[config.mk]
export PLATFORM = sky130hd
export DESIGN_NAME = screen_sequencer
export DESIGN_NICKNAME = d
export VERILOG_FILES = /design/src/rtl/screen_sequencer.sv
export SDC_FILE = /design/constraint.sdc
export NUM_CORES = 1
export LEC_CHECK = 0
export ABC_CLOCK_PERIOD_IN_PS = 3200
export BUFFER_PORTS_ARGS = -buffer_cell sky130_fd_sc_hd__buf_2
export CAP_MARGIN = 0
export CORE_AREA = 2 2 43 61
export DETAILED_ROUTE_END_ITERATION = 7
export DIE_AREA = 0 0 45 63
export GPL_TIMING_DRIVEN = 0
export PLACE_DENSITY_LB_ADDON = 0.15
export SLEW_MARGIN = 5
export SYNTH_ARGS = -nofsm -noshare
export SYNTH_HDL_FRONTEND = slang
export SYNTH_SLANG_ARGS = --single-unit
[constraint.sdc]
create_clock -name clk -period 3.2 [get_ports clk]
set_clock_uncertainty 0.15 [all_clocks]
set_input_delay 0.48 -clock clk [delete_from_list [all_inputs] [get_ports clk]]
set_output_delay 0.48 -clock clk [all_outputs]
set_load 0.005 [all_outputs]
[src/rtl/screen_sequencer.sv]
// Game-flow controller: welcome -> pause/play -> game over -> welcome, with
// lives bookkeeping, frame-timed pauses and a one-cycle object reset pulse.
module screen_sequencer #(
  parameter int LIVES               = 3,
  parameter int PAUSE_FRAMES        = 60,
  parameter int GAMEOVER_FRAMES     = 180,
  parameter int MIN_GAMEOVER_FRAMES = 30
) (
  input  logic       clk,
  input  logic       reset,
  input  logic       startOfFrame,
  input  logic       startKey,
  input  logic       playerHit,
  input  logic       levelCleared,
  output logic [1:0] selector,
  output logic       playEnable,
  output logic       objectsReset,
  output logic [2:0] livesLeft,
  output logic       gameWon
);

  typedef enum logic [1:0] {WELCOME, PAUSE, PLAY, GAMEOVER} state_t;

  localparam logic [2:0] LIVES_INIT = 3'(LIVES);
  localparam logic [7:0] PAUSE_N    = 8'(PAUSE_FRAMES);
  localparam logic [7:0] GOVER_N    = 8'(GAMEOVER_FRAMES);
  localparam logic [7:0] GOVER_MIN  = 8'(MIN_GAMEOVER_FRAMES);

  state_t     state_q, state_d;
  logic [7:0] cnt_q, cnt_d, cnt_inc;
  logic       armed_q, armed_d;
  logic [2:0] lives_q, lives_d;
  logic       won_q, won_d;
  logic [1:0] sel_q, sel_d;
  logic       play_q, play_d;
  logic       ores_q, ores_d;
  logic       key_press;

  assign key_press = startKey & armed_q;
  // Value the counter reaches on this frame pulse; the transition fires on it.
  assign cnt_inc   = (cnt_q == 8'hFF) ? 8'hFF : cnt_q + 8'd1;

  always_comb begin
    state_d = state_q;
    lives_d = lives_q;
    won_d   = won_q;
    ores_d  = 1'b0;
    armed_d = armed_q | ~startKey;
    unique case (state_q)
      WELCOME: begin
        if (key_press) begin
          armed_d = 1'b0;
          ores_d  = 1'b1;
          lives_d = LIVES_INIT;
          won_d   = 1'b0;
          state_d = PAUSE;
        end
      end
      PAUSE: begin
        if (startOfFrame && cnt_inc == PAUSE_N) state_d = PLAY;
      end
      PLAY: begin
        if (levelCleared) begin
          won_d   = 1'b1;
          state_d = GAMEOVER;
        end else if (playerHit) begin
          if (lives_q <= 3'd1) begin
            lives_d = 3'd0;
            state_d = GAMEOVER;
          end else begin
            lives_d = lives_q - 3'd1;
            ores_d  = 1'b1;
            state_d = PAUSE;
          end
        end
      end
      GAMEOVER: begin
        // An early press is swallowed so a held key cannot skip later.
        if (key_press) armed_d = 1'b0;
        if (startOfFrame && cnt_inc == GOVER_N)      state_d = WELCOME;
        else if (key_press && cnt_q >= GOVER_MIN)    state_d = WELCOME;
      end
      default: state_d = WELCOME;
    endcase

    if (state_d != state_q)  cnt_d = 8'd0;
    else if (startOfFrame)   cnt_d = cnt_inc;
    else                     cnt_d = cnt_q;

    sel_d  = (state_d == GAMEOVER) ? 2'd2 : (state_d == WELCOME) ? 2'd0 : 2'd1;
    play_d = (state_d == PLAY);
  end

  always_ff @(posedge clk) begin
    if (reset) begin
      state_q <= WELCOME;
      cnt_q   <= 8'd0;
      armed_q <= 1'b0;
      lives_q <= LIVES_INIT;
      won_q   <= 1'b0;
      sel_q   <= 2'd0;
      play_q  <= 1'b0;
      ores_q  <= 1'b0;
    end else begin
      state_q <= state_d;
      cnt_q   <= cnt_d;
      armed_q <= armed_d;
      lives_q <= lives_d;
      won_q   <= won_d;
      sel_q   <= sel_d;
      play_q  <= play_d;
      ores_q  <= ores_d;
    end
  end

  assign selector     = sel_q;
  assign playEnable   = play_q;
  assign objectsReset = ores_q;
  assign livesLeft    = lives_q;
  assign gameWon      = won_q;

endmodule

-- Yosys cells after proc, flatten, opt, wreduce, memory -nomap -nowiden
Cells that the tools add are included.
- input port bits: 6
- logic and storage cells: 66
- flip-flop bits (word level): 19
- equal/unequal tests: 13
- order comparisons: 2
- bitwise operators: 3
- reductions and logical operators: 11
- mux-type cells: 26
- $add $sub $neg: 2
- operator list (cell ; count):
    8-bit == test (second input constant) ; 2
    2-bit two-way mux ; 8
    3-bit two-way mux ; 4
    1-bit two-way mux ; 9
    8-bit by 1-bit adder with 8-bit output (second input constant) ; 1
    2-bit == test (second input constant) ; 4
    8-bit by 6-bit == test with 1-bit output (second input constant) ; 1
    8-bit by 5-bit greater-or-equal comparator with 1-bit output (second input constant) ; 1
    8-bit two-way mux ; 1
    2-bit inequality test (second input constant) ; 4
    2-bit one-hot mux with 4 select lines ; 1
    3-bit one-hot mux with 2 select lines ; 1
    2-bit OR reduction ; 3
    2-bit zero test ; 2
    1-bit one-hot mux with 2 select lines ; 2
    4-bit AND reduction ; 1
    3-bit by 1-bit <= comparator with 1-bit output (second input constant) ; 1
    1-bit logical AND ; 3
    3-bit AND reduction ; 1
    3-bit by 1-bit subtractor with 3-bit output (second input constant) ; 1
    2-bit by 1-bit == test with 1-bit output (second input constant) ; 1
    2-bit inequality test ; 1
    2-bit nonzero test ; 1
    1-bit bitwise AND ; 1
    other kinds (2) ; 2

-- Longest topological paths before layout
- depth after elaboration: 9
- depth in mapped cells: 9

-- Worst setup path after synthesis
Ideal clock, no wire load.
- path type: reg2reg
- start: register lives_q[1], in the netlist livesLeft[1]
- end: register cnt_q[6]
- slack: 0.994 ns
- library setup time: 0.119 ns
- period minus slack after synthesis: 2.206 ns
- arrival: 1.937 ns
- cell stages (with the launch flop): 10
- cell sequence: dfxtp_1 -> inv_1 -> ha_1 -> o21ba_2 -> o31ai_1 -> o21ai_0 -> or2b_2 -> o41a_1 -> nand3_4 -> nor3_2
- longest elaborated chain between the ends: 7
- ends and longest elaborated chain (element ; line ; RTL):
    start: declaration ; 32 ; logic [2:0] lives_q, lives_d;
    start signal: assignment ; 108 ; lives_q <= lives_d;
    3-bit by 1-bit <= comparator with 1-bit output ; 67 ; if (lives_q <= 3'd1) begin
    2-bit two-way mux ; 67 ;
    2-bit two-way mux ; 66 ; end else if (playerHit) begin
    2-bit two-way mux ; 63 ; if (levelCleared) begin
    2-bit one-hot mux with 4 select lines ; 49 ; unique case (state_q)
    2-bit inequality test ; 86 ; if (state_d != state_q) cnt_d = 8'd0;
    2-bit OR reduction (no source line) ; - ;
    end signal: assignment ; 106 ; cnt_q <= cnt_d;
    end: declaration ; 30 ; logic [7:0] cnt_q, cnt_d, cnt_inc;
No other way between the ends.
A chain may end at the register's enable or synchronous reset.

-- Worst setup path after layout
- start: register state_q[0]
- end: register cnt_q[3]
- longest elaborated chain between the ends: 5
- ends and longest elaborated chain (element ; line ; RTL):
    start: declaration ; 29 ; state_t state_q, state_d;
    start signal: assignment ; 105 ; state_q <= state_d;
    2-bit two-way mux, on equally long branches ; 81, 66 ;
    2-bit two-way mux, on equally long branches ; 80, 63 ;
    2-bit one-hot mux with 4 select lines ; 49 ;
    2-bit inequality test (*) ; 86 ;
    2-bit OR reduction (no source line) (*) ; - ;
Every way passes the cells marked *; elsewhere a longest branch is shown, timed or not.

==> metrics.yaml <==
status: "finished clean"
gp_congestion: 0.8969
initial_core_util_pct: 60.01
grt_max_degree: 12
synth_edf_count: 0
setup_viol: 0
startpoint_type: "flip-flop"
netlist.area_leader.share_pct: 27.41
post_cts_buffers: 0
hold_ws_ns: 0.2130
io-pin-count: 14
grt_pass1_vias: 1135
clock_latency_ns: 0.30
max_freq_mhz: 413.0
yosys_warnings: 0
cts_made_buffers: 3
cp.depth: 8
ys_seq_elements: 19
placementRows: 21
cpMaxStageDelayCell: "dfxtp_1"
cts-root-buf: "clkbuf_4"
hold_viol_final: 0
insertedDiodeCount: 0
synth_xor_area_share_pct: 3.156
die_w_um: 45
cp_max_fo: 10
cts.repair.resized: 0
power_uw: 592.9
syn_inst: 154
synth_most_common_cell: "dfxtp_1"
cts_tree: "built"
wire_per_inst_um: 13.87
synth.area.mux_share_pct: 0.7214
die_area_sq_um: 2835
p_leak_uw: 0.0006067
cap_violations: 0
htree_levels: 1
clk_pin_slew_ns: 0.13
portBuffers: 13
cpLargestDelayFamily: "simple AND/OR/NAND/NOR gates"
viasPerCell: 5.928
cp_num_buf_inv: 2
antenna_found_initial: 0
grt_usage_pct: 21.39
die_height_um: 63
worst_slew_pin_slew_ns: 0.5015
syn_avg_cell_area_sq_um: 9.010
min_path_type: "primary input to flip-flop"
holdBufCountCts: 0
synth_top_family_by_area: "simple AND/OR/NAND/NOR gates"
yosysUniqueCellTypes: 55
seq_area_frac_synth_pct: 27.41
cp-end-kind: "flip-flop"
coreArea_sq_um: 2312
relSlewSlack_pct: 66.21
synth_adder_area_share_pct: 7.214
ys_async_sr_fraction_pct: 0
synth_top_area_cell: "dfxtp_1"
place_hpwl_mm: 2.114
r2r_cells: 8
fillers: 192
synth_compound_area_share_pct: 26.69
grt_pass1_wl_mm: 4.781
syn_nets: 168
synth-simple-area-share_pct: 27.23
synth.cell_area_sq_um: 1388
drtIter0Drc: 25
slew_viol_final: 0
fin_tns_setup_ns: 0
critPathRequiredTime_ns: 3.23
drive_gt1_share_pct: 27.49
timing.final.crit_share_pct: 75.66
final_nets: 186
worstPathArrival_ns: 2.45
rsz0062_at_grt: "no"
slowest_delay_ns: 0.49
cts.path.max_buffers: 2
power_density_nw_per_um2: 392.9
first_pass_iters: 4
grt_overflow: 0
drt-total-wl_mm: 2.690
drtAntennaViolNets: 0
holdPathStages: 2
clkSinkCount: 19
crit_type: "flip-flop to flip-flop"
drc: 0
cp_cell_sequence: "inv_1, ha_1, clkbuf_1, o21ai_0, or2b_2, o41a_1, nand3_4, nor2_1"
num_vias: 1150
period_minus_slack_ns: 2.421
ys_top_cells_by_count: "dfxtp_1, nor2_1, nand2_1, inv_1, a21oi_1"
area.growth.synth_to_final_pct: 8.747
peakVddDrop_uv: 273.5
synth_area_leaders: "dfxtp_1, ha_1, nor2_1"
synth_ff_type: "dfxtp_1"
logic make-up (layout without fill, tap and decap cells):
kind of cell | count (synthesis) | in the layout
multiplexers | 1 | 1
flip-flops | 19 | 19
buffers and inverters | 18 | 35
adder cells (fa/ha/maj) | 8 | 8
AO/OA/AOI/OAI | 41 | 41
AND/OR/NAND/NOR | 62 | 62
XOR/XNOR | 5 | 5
power breakdown:
part | internal [uW] | switching [uW] | total [uW]
Clock | 46.4 | 77.8 | 124
Sequential | 256 | 22.1 | 278
Combinational | 85.4 | 105 | 191
Total | 387 | 205 | 593
final cells by class:
type,count,area (sq um),area share [%]
buffer,8,67.56,4.478
multi-input combinational,117,902.1,59.78
clock buffer,3,22.52,1.493
clock inverter,1,5.005,0.3317
inverter,10,37.54,2.488
tap,23,28.78,1.907
timing repair buffer,13,65.06,4.312
sequential,19,380.4,25.21
cell usage in the layout (no fill, tap or decap), drive strengths merged, types with 5 or more instances in the layout:
cell | Yosys | layout
a21oi | 9 | 9
inv | 10 | 10
nor3 | 8 | 8
nor2 | 16 | 16
dfxtp | 19 | 19
nand3 | 7 | 7
buf | 6 | 19
clkbuf | 2 | 5
ha | 8 | 8
o21ai | 8 | 8
nand2 | 13 | 13
through the flow:
step           instance area, sq um  setup slack (ns)  cells  utilization, %
2_1_floorplan                  1388            0.9939    154               -
3_3_place_gp                   1481            0.8513    190           64.07
3_5_place_dp                   1481            0.8268    190           64.07
4_1_cts                        1509            0.7779    194           65.26
5_1_grt                        1509            0.6292    194           65.26
6_report                       1509            0.7788    194           65.26
per-layer routing:
layer / global-route usage [%] / wire, um / share of wire (%)
met5: 0 / 0 / 0
met4: 11.03 / 75 / 2.8
met2: 36.79 / 1454 / 54
met3: 1.734 / 55 / 2.0
met1: 24.91 / 1105 / 41
flip-flops by register name, summed over array words and instances (netlist names):
name          count
armed_q           1
cnt_q             8
gameWon           1
livesLeft         3
objectsReset      1
playEnable        1
selector          2
state_q           2
worst paths after layout:
path	startpoint	endpoint	slack, ns
worst max-delay path	state_q[0]	cnt_q[3]	0.78
worst min-delay path	startKey	armed_q	0.21
worst max register to register	state_q[0]	cnt_q[3]	0.78
worst min register to register	armed_q	armed_q	0.34
Power figures use the tool's default switching activity.
